==> src/rtl/reg_file_pkg.sv <==
// Shared definitions for the architectural register file.
// Holds the data and specifier widths, the register count and the two
// architecturally special register numbers (hard-wired zero, return value).
package reg_file_pkg;

  localparam int DATA_W     = 32;
  localparam int REG_ADDR_W = 5;
  localparam int NREGS      = 32;

  typedef logic [REG_ADDR_W-1:0] reg_addr_t;
  typedef logic [DATA_W-1:0]     reg_data_t;

  // r0 reads as zero and ignores writes; r1 holds the return value.
  localparam reg_addr_t ZERO_REG = 5'd0;
  localparam reg_addr_t RET_REG  = 5'd1;

endpackage

==> src/rtl/reg_file.sv <==
// Architectural register file: 32 x 32-bit, two registered read ports and
// two write ports, with write-through bypass on reads.
//
// Ports:
//   clk, rst                       clock, synchronous active-high reset
//   s_1 / d_1, s_2 / d_2           read specifier in, registered read data out
//   we1, target_1, write_data_1    write port 1 (primary result, wins on clash)
//   we2, target_2, write_data_2    write port 2 (base-register update)
//   stall                          holds d_1/d_2; writes still happen
//   ret_val                        stored contents of r1, no bypass
module reg_file
  import reg_file_pkg::*;
(
  input  logic              clk,
  input  logic              rst,
  input  logic [4:0]        s_1,
  output logic [DATA_W-1:0] d_1,
  input  logic [4:0]        s_2,
  output logic [DATA_W-1:0] d_2,
  input  logic              we1,
  input  logic [4:0]        target_1,
  input  logic [DATA_W-1:0] write_data_1,
  input  logic              we2,
  input  logic [4:0]        target_2,
  input  logic [DATA_W-1:0] write_data_2,
  input  logic              stall,
  output logic [DATA_W-1:0] ret_val
);

  reg_data_t regs [NREGS];

  // Value a read of register s returns at this edge: the same-cycle write
  // (port 1 over port 2) if one targets s, otherwise the stored value.
  // r0 is forced to zero regardless of any write aimed at it.
  function automatic reg_data_t read_value(input reg_addr_t s);
    reg_data_t v;
    v = regs[s];
    if (we2 && (target_2 == s)) v = write_data_2;
    if (we1 && (target_1 == s)) v = write_data_1;
    if (s == ZERO_REG)          v = '0;
    return v;
  endfunction

  // NOTE: the array is cleared on reset because architectural state must
  // start at zero; this costs a reset net on every bit, unlike a plain RAM.
  always_ff @(posedge clk) begin
    if (rst) begin
      for (int i = 0; i < NREGS; i++) regs[i] <= '0;
      d_1 <= '0;
      d_2 <= '0;
    end else begin
      // NOTE: non-blocking assignments; the later statement wins, which
      // gives port 1 priority when both ports target the same register.
      if (we2 && (target_2 != ZERO_REG)) regs[target_2] <= write_data_2;
      if (we1 && (target_1 != ZERO_REG)) regs[target_1] <= write_data_1;

      if (!stall) begin
        d_1 <= read_value(s_1);
        d_2 <= read_value(s_2);
      end
    end
  end

  assign ret_val = regs[RET_REG];

endmodule

==> config.mk <==
export PLATFORM = sky130hd
export DESIGN_NAME = reg_file
export DESIGN_NICKNAME = d
export VERILOG_FILES = /design/src/rtl/reg_file_pkg.sv /design/src/rtl/reg_file.sv
export SDC_FILE = /design/constraint.sdc
export NUM_CORES = 2
export LEC_CHECK = 0
export ABC_CLOCK_PERIOD_IN_PS = 7300
export BUFFER_PORTS_ARGS = -buffer_cell sky130_fd_sc_hd__buf_2
export CAP_MARGIN = 20
export CORE_ASPECT_RATIO = 1.4
export CORE_MARGIN = 2
export CORE_UTILIZATION = 30
export CTS_CLUSTER_SIZE = 16
export DETAILED_ROUTE_END_ITERATION = 10
export GPL_TIMING_DRIVEN = 0
export MAX_ROUTING_LAYER = met4
export PLACE_DENSITY_LB_ADDON = 0.12
export SYNTH_ARGS = -nofsm -noshare
export SYNTH_HDL_FRONTEND = slang
export SYNTH_SLANG_ARGS = --single-unit
==> constraint.sdc <==
create_clock -name clk -period 7.3 [get_ports clk]
set_clock_uncertainty 0.2 [all_clocks]
set_input_delay 0.73 -clock clk [delete_from_list [all_inputs] [get_ports clk]]
set_output_delay 0.73 -clock clk [all_outputs]
set_load 0.01 [all_outputs]
==> flow_metrics.tcl <==
set metrics [dict create \
    outcome "finished clean" \
    synth_cell_types 52 \
    max_cap_violations 0 \
    start_kind "input pin" \
    die_area_sq_um 210000 \
    crit_type "in2reg" \
    p_int_mw 11.3 \
    track_usage 0.297 \
    cp_max_fo 24 \
    wl_per_cell_um 41.1 \
    cts_hold_buf 0 \
    grt-busiest-layer "met2" \
    initial_core_util 0.301 \
    clock_sinks 1088 \
    antenna_found_initial 17 \
    post_cts_buffers 0 \
    route.detailed.drc 0 \
    postSynthCellCount 4483 \
    synth.avg_cell_area_sq_um 13.8 \
    peakVddDrop_mv 0.193 \
    cts_inserted_buffers 115 \
    yosysTopAreaCell "edfxtp_1" \
    dpl_worst_slack_ns 2.69 \
    p_leak_nw 23.6 \
    drt-pass1-iter-count 6 \
    required_ns 7.54 \
    hp-class "in2reg" \
    postPlaceCellArea_sq_um 67400 \
    dp_hpwl_um 249000 \
    port-buffer-count 108 \
    finalHoldViolations 0 \
    postSynth.asyncResetShare 0 \
    grt_pass1_wl_um 413000 \
    end_kind "flip-flop" \
    max_slew_margin 0.123 \
    r2r_end "d_2[16]$_SDFFE_PP0N_" \
    use_met2 0.476 \
    sw_frac_of_total 0.293 \
    holdPathEnd "d_2[30]$_SDFFE_PP0N_" \
    p_seq_frac 0.466 \
    drt_iter0_markers 6282 \
    rsz0062_at_grt "false" \
    tritoncts "done" \
    syn-cell-area_sq_um 61900 \
    clk_path_buf_depth 3 \
    nets 4908 \
    grt_overflow_total 0 \
    setup_ws_ns 3.26 \
    use_met1 0.354 \
    clkSlewWorstSetupHoldPaths_ns 0.06 \
    yosys_most_used_dff "edfxtp_1" \
    yosysWarnings 0 \
    cts_max_level 3 \
    core_sq_um 206000 \
    yosysMostFrequentCell "edfxtp_1" \
    grt_pass1_vias 47729 \
    setup_viol 0 \
    wl_um 313000 \
    ant_nets 0 \
    synth-edff-count 1024 \
    die_w_um 388 \
    io_pins 185 \
    worst_r2r_path_depth 5 \
    cts.repair.resized 0 \
    via_count 48714 \
    holdWs_ns 0.381 \
    critical_path_arrival_ns 4.27 \
    worstReg2RegStart "regs[9][16]$_DFFE_PP_" \
    ys_seq_area_frac 0.517 \
    powerDensity_nw_per_um2 224 \
    post-route-period-util 0.553 \
    yosys.area.top_type_share 0.496 \
    min-delay-start "rst" \
    grt_max_degree 25 \
    reg2reg_slack_ns 4.72 \
    holdPathStages 3 \
    final_max_slew_viol_count 0 \
    row_count 197 \
    yosys-top-cells-count "edfxtp_1, a22o_1, clkbuf_1, mux4_2, mux2i_1" \
    clk_latency_ns 0.79 \
    setup_tns_ns 0 \
    syn_to_final_growth_pct 14.9 \
    use_met3 0.0613 \
    period_needed_ns 4.04 \
    synth_area_leaders "edfxtp_1, mux4_2, a22o_1" \
    worst_slew_pin_slew_ns 1.32 \
    clock.fmax_mhz 248 \
    globalplace.congestion 1.01 \
    fin_area_sq_um 71200 \
    drive_above_1_share 0.196 \
    p_comb_frac 0.153 \
    clockRootBuffer "clkbuf_16" \
    p_switching_mw 4.69 \
    die_y_um 542 \
    synth-seq-cells 1088 \
    via_per_inst 6.40 \
    p_clk_frac 0.381 \
    fin_util 0.346 \
]
[flip-flops by register name, summed over array words and instances (netlist names)]
signal,cells
d_1,32
d_2,32
regs,1024
[routing by layer]
layer  part of all wire  up-vias
li1                   -    19588
met5                  0        -
met4              0.058        0
met2               0.47     2862
met3              0.085      614
met1               0.38    25650
[cell type report]
type                            instances  area, sq um
Fill cell                           20246       134000
Sequential cell                      1088        32000
Multi-Input combinational cell       2696        27300
Tap cell                             2686         3360
Buffer                                723         3050
Clock buffer                          145         3030
Timing Repair Buffer                  188         1690
Clock inverter                         69          654
Antenna cell                           14         35.0
Inverter                                7         26.3
[logic make-up (layout without fill, tap and decap cells)]
logic type | count (synthesis) | after routing | share of synthesized area
mux | 639 | 639 | 0.183
flops | 1088 | 1088 | 0.517
xor+xnor | 20 | 20 | 0.00283
other cells | 1 | 46 | 0.0000605
compound gates | 1712 | 1712 | 0.224
simple gates | 293 | 293 | 0.0233
buf+inv | 730 | 1132 | 0.0495
[per-stage QoR]
stage               total power [mW]  std cells
floorplan                       8.80       4514
global placement                9.86       7308
detailed placement              9.93       7385
CTS                             15.9       7599
global route                    16.3       7611
finish                          16.0       7616
[power by group through the flow]
stage	sequential, mW	clock [mW]	combinational, mW
4_1_cts	7.44	6.11	2.37
2_1_floorplan	7.49	0	1.31
6_report	7.45	6.08	2.44
3_5_place_dp	7.57	0	2.36
5_1_grt	7.48	6.29	2.48
3_3_place_gp	7.60	0	2.26
[cells in the final DEF (no fill, tap or decap), types with 75 or more instances in the layout]
master	count
a21oi_1	182
a22o_1	994
a22oi_1	122
buf_2	238
clkbuf_1	519
clkbuf_16	116
edfxtp_1	1024
mux2i_1	245
mux4_2	394
nand2_1	75
nor3_1	83
o221ai_1	120
[worst max path at each step]
stage / start / endpoint / slack, ns
final: target_1[0] / regs[3][2]$_DFFE_PP_ / 3.26
after global routing: s_1[2] / d_1[16]$_SDFFE_PP0N_ / 3.40
after CTS: rst / regs[7][8]$_DFFE_PP_ / 3.48
after detailed placement: rst / regs[7][3]$_DFFE_PP_ / 2.69
after global placement: rst / regs[1][7]$_DFFE_PP_ / -1.16
after floorplan: rst / regs[24][0]$_DFFE_PP_ / 2.58
[critical path: stages]
cell	delay [ns]
buf_2	0.39
nand3_1	0.56
nor2_1	1.13
clkbuf_1	0.69
nor2_1	0.12
nand2_2	0.34
buf_12	0.25
(Power assumes the default switching activity.)
